==> src/rtl/mips_ctrl_pkg.sv <==
// Shared encodings for the MIPS multicycle control unit: opcodes, FSM states,
// datapath select codes and the bundled control word.
package mips_ctrl_pkg;

    localparam logic [5:0] OP_RTYPE = 6'b000000;
    localparam logic [5:0] OP_ADDI  = 6'b001000;
    localparam logic [5:0] OP_ANDI  = 6'b001100;
    localparam logic [5:0] OP_LW    = 6'b100011;
    localparam logic [5:0] OP_SW    = 6'b101011;
    localparam logic [5:0] OP_BEQ   = 6'b000100;
    localparam logic [5:0] OP_JAL   = 6'b000011;

    typedef enum logic [3:0] {
        S_FETCH   = 4'd0,
        S_DECODE  = 4'd1,
        S_MEMADR  = 4'd2,
        S_MEMRD   = 4'd3,
        S_MEMWB   = 4'd4,
        S_MEMWR   = 4'd5,
        S_REXEC   = 4'd6,
        S_RWB     = 4'd7,
        S_ADDIEX  = 4'd8,
        S_ANDIEX  = 4'd9,
        S_IWB     = 4'd10,
        S_BEQEX   = 4'd11,
        S_JAL     = 4'd12,
        S_ILLEGAL = 4'd13
    } state_t;

    localparam logic [1:0] ALUOP_ADD   = 2'b00;
    localparam logic [1:0] ALUOP_SUB   = 2'b01;
    localparam logic [1:0] ALUOP_FUNCT = 2'b10;
    localparam logic [1:0] ALUOP_AND   = 2'b11;

    localparam logic [1:0] M2R_ALUOUT = 2'b00;
    localparam logic [1:0] M2R_MDR    = 2'b01;
    localparam logic [1:0] M2R_PC     = 2'b10;

    localparam logic [1:0] RDST_RT = 2'b00;
    localparam logic [1:0] RDST_RD = 2'b01;
    localparam logic [1:0] RDST_RA = 2'b10;

    localparam logic [1:0] SRCB_B     = 2'b00;
    localparam logic [1:0] SRCB_FOUR  = 2'b01;
    localparam logic [1:0] SRCB_IMM   = 2'b10;
    localparam logic [1:0] SRCB_IMMSH = 2'b11;

    localparam logic [1:0] PCSRC_ALU    = 2'b00;
    localparam logic [1:0] PCSRC_ALUOUT = 2'b01;
    localparam logic [1:0] PCSRC_JUMP   = 2'b10;

    typedef struct packed {
        logic       pc_write;
        logic       pc_write_cond;
        logic       iord;
        logic       mem_read;
        logic       mem_write;
        logic       ir_write;
        logic [1:0] mem_to_reg;
        logic [1:0] reg_dstn;
        logic       reg_write;
        logic       alu_src_a;
        logic [1:0] alu_src_b;
        logic [1:0] alu_op;
        logic       arith;
        logic [1:0] pc_source;
        logic       instr_done;
        logic       illegal_op;
    } ctrl_t;

endpackage

==> src/rtl/mips_multicycle_ctrl_outdec.sv <==
// Combinational control-word decode: current state plus mem_ready in,
// datapath control signals out.
module mips_ctrl_outdec
    import mips_ctrl_pkg::*;
(
    input  state_t state,
    input  logic   mem_ready,
    output ctrl_t  ctrl
);

    always_comb begin
        ctrl = '0;
        case (state)
            S_FETCH: begin
                ctrl.mem_read  = 1'b1;
                ctrl.alu_src_b = SRCB_FOUR;
                ctrl.alu_op    = ALUOP_ADD;
                ctrl.pc_source = PCSRC_ALU;
                // IR and PC+4 only commit once the instruction word is valid
                ctrl.ir_write  = mem_ready;
                ctrl.pc_write  = mem_ready;
            end
            S_DECODE: begin
                ctrl.alu_src_b = SRCB_IMMSH;
                ctrl.alu_op    = ALUOP_ADD;
                ctrl.arith     = 1'b1;
            end
            S_MEMADR: begin
                ctrl.alu_src_a = 1'b1;
                ctrl.alu_src_b = SRCB_IMM;
                ctrl.alu_op    = ALUOP_ADD;
                ctrl.arith     = 1'b1;
            end
            S_MEMRD: begin
                ctrl.iord     = 1'b1;
                ctrl.mem_read = 1'b1;
            end
            S_MEMWB: begin
                ctrl.reg_dstn   = RDST_RT;
                ctrl.mem_to_reg = M2R_MDR;
                ctrl.reg_write  = 1'b1;
                ctrl.instr_done = 1'b1;
            end
            S_MEMWR: begin
                ctrl.iord       = 1'b1;
                ctrl.mem_write  = 1'b1;
                ctrl.instr_done = mem_ready;
            end
            S_REXEC: begin
                ctrl.alu_src_a = 1'b1;
                ctrl.alu_src_b = SRCB_B;
                ctrl.alu_op    = ALUOP_FUNCT;
            end
            S_RWB: begin
                ctrl.reg_dstn   = RDST_RD;
                ctrl.mem_to_reg = M2R_ALUOUT;
                ctrl.reg_write  = 1'b1;
                ctrl.instr_done = 1'b1;
            end
            S_ADDIEX: begin
                ctrl.alu_src_a = 1'b1;
                ctrl.alu_src_b = SRCB_IMM;
                ctrl.alu_op    = ALUOP_ADD;
                ctrl.arith     = 1'b1;
            end
            S_ANDIEX: begin
                ctrl.alu_src_a = 1'b1;
                ctrl.alu_src_b = SRCB_IMM;
                ctrl.alu_op    = ALUOP_AND;
                ctrl.arith     = 1'b0;
            end
            S_IWB: begin
                ctrl.reg_dstn   = RDST_RT;
                ctrl.mem_to_reg = M2R_ALUOUT;
                ctrl.reg_write  = 1'b1;
                ctrl.instr_done = 1'b1;
            end
            S_BEQEX: begin
                ctrl.alu_src_a     = 1'b1;
                ctrl.alu_src_b     = SRCB_B;
                ctrl.alu_op        = ALUOP_SUB;
                ctrl.arith         = 1'b1;
                ctrl.pc_write_cond = 1'b1;
                ctrl.pc_source     = PCSRC_ALUOUT;
                ctrl.instr_done    = 1'b1;
            end
            S_JAL: begin
                ctrl.reg_dstn   = RDST_RA;
                ctrl.mem_to_reg = M2R_PC;
                ctrl.reg_write  = 1'b1;
                ctrl.pc_write   = 1'b1;
                ctrl.pc_source  = PCSRC_JUMP;
                ctrl.instr_done = 1'b1;
            end
            S_ILLEGAL: begin
                ctrl.illegal_op = 1'b1;
            end
            default: ctrl = '0;
        endcase
    end

endmodule

==> src/rtl/mips_multicycle_ctrl.sv <==
// Multicycle MIPS control FSM: state register and next-state logic; the
// control word itself comes from mips_ctrl_outdec.
module mips_multicycle_ctrl
    import mips_ctrl_pkg::*;
#(
    parameter int OP_W = 6,
    parameter int ST_W = 4
) (
    input  logic            clk,
    input  logic            reset,
    input  logic [OP_W-1:0] Opcode,
    input  logic            mem_ready,
    output logic            PCWrite,
    output logic            PCWriteCond,
    output logic            IorD,
    output logic            MemRead,
    output logic            MemWrite,
    output logic            IRWrite,
    output logic [1:0]      MemtoReg,
    output logic [1:0]      RegDstn,
    output logic            RegWrite,
    output logic            ALUSrcA,
    output logic [1:0]      ALUSrcB,
    output logic [1:0]      ALUop,
    output logic            Arith,
    output logic [1:0]      PCSource,
    output logic            instr_done,
    output logic            illegal_op,
    output logic [ST_W-1:0] state
);

    state_t state_q;
    state_t state_d;
    ctrl_t  ctrl;
    ctrl_t  ctrl_live;

    always_ff @(posedge clk) begin
        if (reset) state_q <= S_FETCH;
        else       state_q <= state_d;
    end

    always_comb begin
        state_d = S_FETCH;
        case (state_q)
            S_FETCH:  state_d = mem_ready ? S_DECODE : S_FETCH;
            S_DECODE: begin
                case (Opcode)
                    OP_RTYPE:     state_d = S_REXEC;
                    OP_ADDI:      state_d = S_ADDIEX;
                    OP_ANDI:      state_d = S_ANDIEX;
                    OP_LW, OP_SW: state_d = S_MEMADR;
                    OP_BEQ:       state_d = S_BEQEX;
                    OP_JAL:       state_d = S_JAL;
                    default:      state_d = S_ILLEGAL;
                endcase
            end
            S_MEMADR: state_d = (Opcode == OP_LW) ? S_MEMRD : S_MEMWR;
            S_MEMRD:  state_d = mem_ready ? S_MEMWB : S_MEMRD;
            S_MEMWR:  state_d = mem_ready ? S_FETCH : S_MEMWR;
            S_REXEC:  state_d = S_RWB;
            S_ADDIEX: state_d = S_IWB;
            S_ANDIEX: state_d = S_IWB;
            default:  state_d = S_FETCH;
        endcase
    end

    mips_ctrl_outdec u_outdec (
        .state     (state_q),
        .mem_ready (mem_ready),
        .ctrl      (ctrl)
    );

    // Reset blanks every output combinationally so a pending write is dropped at once
    assign ctrl_live = reset ? '0 : ctrl;

    assign PCWrite     = ctrl_live.pc_write;
    assign PCWriteCond = ctrl_live.pc_write_cond;
    assign IorD        = ctrl_live.iord;
    assign MemRead     = ctrl_live.mem_read;
    assign MemWrite    = ctrl_live.mem_write;
    assign IRWrite     = ctrl_live.ir_write;
    assign MemtoReg    = ctrl_live.mem_to_reg;
    assign RegDstn     = ctrl_live.reg_dstn;
    assign RegWrite    = ctrl_live.reg_write;
    assign ALUSrcA     = ctrl_live.alu_src_a;
    assign ALUSrcB     = ctrl_live.alu_src_b;
    assign ALUop       = ctrl_live.alu_op;
    assign Arith       = ctrl_live.arith;
    assign PCSource    = ctrl_live.pc_source;
    assign instr_done  = ctrl_live.instr_done;
    assign illegal_op  = ctrl_live.illegal_op;
    assign state       = reset ? '0 : ST_W'(state_q);

endmodule
==> config.mk <==
export PLATFORM = sky130hd
export DESIGN_NAME = mips_multicycle_ctrl
export DESIGN_NICKNAME = d
export VERILOG_FILES = /design/src/rtl/mips_ctrl_pkg.sv /design/src/rtl/mips_multicycle_ctrl_outdec.sv /design/src/rtl/mips_multicycle_ctrl.sv
export SDC_FILE = /design/constraint.sdc
export NUM_CORES = 1
export LEC_CHECK = 0
export CAP_MARGIN = 20
export CORE_MARGIN = 1.5
export CORE_UTILIZATION = 35
export CTS_BUF_LIST = sky130_fd_sc_hd__clkbuf_4
export CTS_CLUSTER_SIZE = 20
export DETAILED_ROUTE_END_ITERATION = 7
export PLACE_DENSITY_LB_ADDON = 0.12
export SYNTH_ARGS = -nofsm -noshare
export SYNTH_HDL_FRONTEND = slang
export SYNTH_SLANG_ARGS = --single-unit
==> constraint.sdc <==
create_clock -name clk -period 1.6 [get_ports clk]
set_input_delay 0.32 -clock clk [delete_from_list [all_inputs] [get_ports clk]]
set_output_delay 0.32 -clock clk [all_outputs]
set_load 0.02 [all_outputs]
==> parameters.txt <==
Parameter                              Value

Run status
  Run status ... complete, but fails checks
  Violated checks ... negative setup slack

Logic synthesis
  Synth Warn # ... 0
  Synth top area cells ... dfxtp_1, nor3_1, nor2_1, nand2b_1, a21oi_1
  Number of synthesized register bits ... 4
  Most instantiated library cell after synthesis ... nor2_1
  Async set-reset flop share out of synthesis ... 0%
  Unique cell type count in the Yosys netlist ... 33
  Cells after Synth ... 104
  Syn Nets ... 113
  Netlist Area Pre-Place ... 658.1 um^2
  Share of the synthesized area in the top cell type ... 12.17%
  Share of the yosys chip area belonging to registers ... 12.17%
  Cell type with the highest aggregate area in the netlist ... dfxtp_1
  Most frequently used flop master after synthesis ... dfxtp_1
  Most numerous cell types in the synthesized netlist ... nor2_1, nor3_1
  Per-instance average area after synthesis ... 6.328 um^2
  Count of flip-flops with a built-in enable after synthesis ... 0

Die
  Die outline width ... 46.37 um
  Overall die height ... 46.37 um
  Area enclosed by the die boundary ... 2150 um^2
  Core Footprint ... 1745 um^2
  Starting Density ... 37.71%
  Standard-cell row count ... 15
  Count of boundary I/O pins ... 34

Worst setup path
  CP Launch Type ... register
  Startpoint of the most critical setup path ... state_q[3]$_SDFF_PP0_
  Arrival time worst endpoint ... 1.37 ns
  Critical register-to-register path startpoint ... state_q[0]$_SDFF_PP0_
  Critical path type ... register to primary output
  Element type at the critical path end ... primary output
  Largest driver fanout on the critical path ... 8
  Required time of the critical path ... 1.28 ns

Timing
  Final slew viol count ... 0
  Period utilisation layout ... 105.9%
  Max-slew headroom at the worst pin ... 82.00%
  FMAX ... 0.5903 GHz
  Worst setup margin ... -0.09409 ns
  Final hold violations ... 0
  Largest clock skew in the final design ... 0.001236 ns
  RSZ-0062 raised after global routing ... true
  Final period demand of the worst path ... 1.694 ns
  Worst-Margin Slew ... 0.2678 ns
  Final setup violating endpoints ... 14

Placed design
  Routability cong. ... 0.8808
  DP Area ... 1328 um^2
  Input/output buffers ... 33
  Post-DP HPWL ... 1952 um
  Placed Instances ... 185

Finish
  Synth-to-layout area growth ... 128.5%
  Area of all placed cells without fillers ... 1504 um^2
  Final-layout fill cell count ... 108
  Ratio of cells with drive above 1 in the final layout ... 63.69%
  Number of standard cells in the final layout excluding fillers ... 193
  Nets@finish ... 179
  Antenna diode count ... 0
  Number of flip-flops in the largest register ... 4
  Register name with the most flops ... state_q
  Leading registers by flop count ... state_q: 4 flops

Routing
  Post-DR wirelength/cell ... 14.36 um
  Detail-routed via count per cell ... 5.394
  DRC violation count after routing ... 0
  Count of vias placed by the detailed router ... 1041
  Number of optimization iterations in the first detailed-route pass ... 4
  DRT iter0 DRCs ... 18
  Antenna-violating nets left ... 0
  Aggregate routed wire length ... 2772 um

Pwr
  Relative contribution of the clock network to total power ... 4.8%
  Maximum VDD drop ... 1078 uV
  Switching part of the total ... 47.60%
  Internal power summed over all cells ... 1.384 mW
  Sequential share of power ... 11.1%
  Sw power ... 1.257 mW
  Leak Pwr ... 0.6677 nW
  Comb pwr share ... 84.1%
  Pwr Density ... 1756 nW/um^2

Global route
  Global router's overall resource usage ... 27.47%
  Wire length of the first global-routing pass ... 4146 um
  Gr ovfl total ... 0
  Pin count of the biggest net entering global routing ... 13
  Number of global-route vias before repair ... 950
  Antenna violations before repair ... 0

Clocking
  Clk Latency, worst-skew pair ... 0.24 ns
  Clock root cell ... clkbuf_4
  CTS sink count ... 4
  Maximum buffer depth of the clock tree ... 2
  CTS clk-pin slew, worst paths ... 0.04 ns
  TritonCTS clock tree ... built
  Number of levels in the clock H-tree ... 1
  Count of hold buffers inserted by post-cts repair ... 0
  Total clock buffers created by CTS ... 3

Worst hold path
  Hold Path Origin ... state_q[2]$_SDFF_PP0_
  Kind of path behind the tightest hold check ... register to register

Job
  Number of violations of the max-capacitance limit ... 0
logic make-up (layout without fill, tap and decap cells):
kind of cell | count (synthesis) | in the layout | share of synthesized area, %
mux | 2 | 2 | 3.232
xor+xnor | 2 | 2 | 2.662
flops | 4 | 4 | 12.17
buf+inv | 15 | 79 | 10.84
compound gates | 25 | 25 | 23.77
simple gates | 56 | 56 | 47.34
routing by layer:
metal	GRT usage, %	part of all wire, %	wire length [um]
met2	50.56	54	1488
met4	13.14	1.9	54
met1	29.93	40	1117
met3	4.314	4.0	112
met5	0	0	0
area by class of cell:
class / instances / area [um^2] / area share, %
tap: 25 / 31.28 / 2.080
timing repair buffer: 73 / 620.6 / 41.26
multi-input combinational: 85 / 723.2 / 48.09
clock buffer: 3 / 22.52 / 1.498
sequential: 4 / 95.09 / 6.323
inverter: 3 / 11.26 / 0.7488
power by group through the flow:
stage | combinational [mW] | sequential (mW) | clock (mW)
detailed placement | 1.90 | 0.233 | 0
CTS | 1.96 | 0.284 | 0.129
floorplan | 1.13 | 0.173 | 0
finish | 2.22 | 0.292 | 0.128
global route | 2.37 | 0.300 | 0.135
global placement | 1.85 | 0.231 | 0
through the flow:
| stage | setup slack, ns | TNS [ns] | power, mW | hold slack, ns | utilization [%] |
|---|---|---|---|---|---|
| finish | -0.09409 | -0.3904 | 2.641 | 0.5113 | 86.16 |
| detailed placement | -0.7007 | -15.07 | 2.129 | 0.5926 | 76.06 |
| global placement | -0.6730 | -14.96 | 2.078 | 0.5719 | 76.06 |
| CTS | -0.09496 | -0.3102 | 2.376 | 0.4946 | 79.07 |
| floorplan | -0.09970 | -0.1002 | 1.303 | 0.5283 | - |
| global route | -0.1182 | -1.444 | 2.806 | 0.5202 | 86.16 |
cells in the final DEF, fill, tap and decap left out, types with 5 or more instances in the layout:
| cell | synthesis | layout |
|---|---|---|
| buf_4 | 2 | 46 |
| nor2_1 | 13 | 10 |
| buf_6 | 0 | 9 |
| dlygate4sd2_1 | 0 | 7 |
| a21oi_1 | 7 | 6 |
| nand2b_4 | 1 | 5 |
| nor3_1 | 11 | 5 |
| o21ai_0 | 7 | 5 |
final timing paths:
path | slack [ns] | to | cells after the start
max reg2reg | 0.13 | state_q[0]$_SDFF_PP0_ | 6
min reg2reg | 0.51 | state_q[3]$_SDFF_PP0_ | 1
max | -0.09 | MemtoReg[0] | 5
min | 0.51 | state_q[3]$_SDFF_PP0_ | 1
worst max-delay path, cell delays in order (launching register included):
cell	delay, ns
dfxtp_4	0.37
buf_6	0.14
nor2b_4	0.12
nand2b_1	0.12
nor3_1	0.19
buf_2	0.19
repair_timing:
item,in CTS,in global routing
cloned,0,0
pin swaps,4,5
setup buffers,2,3
resized for setup,138,35
endpoints found under the setup margin,29,27
Power figures use the tool's default switching activity.
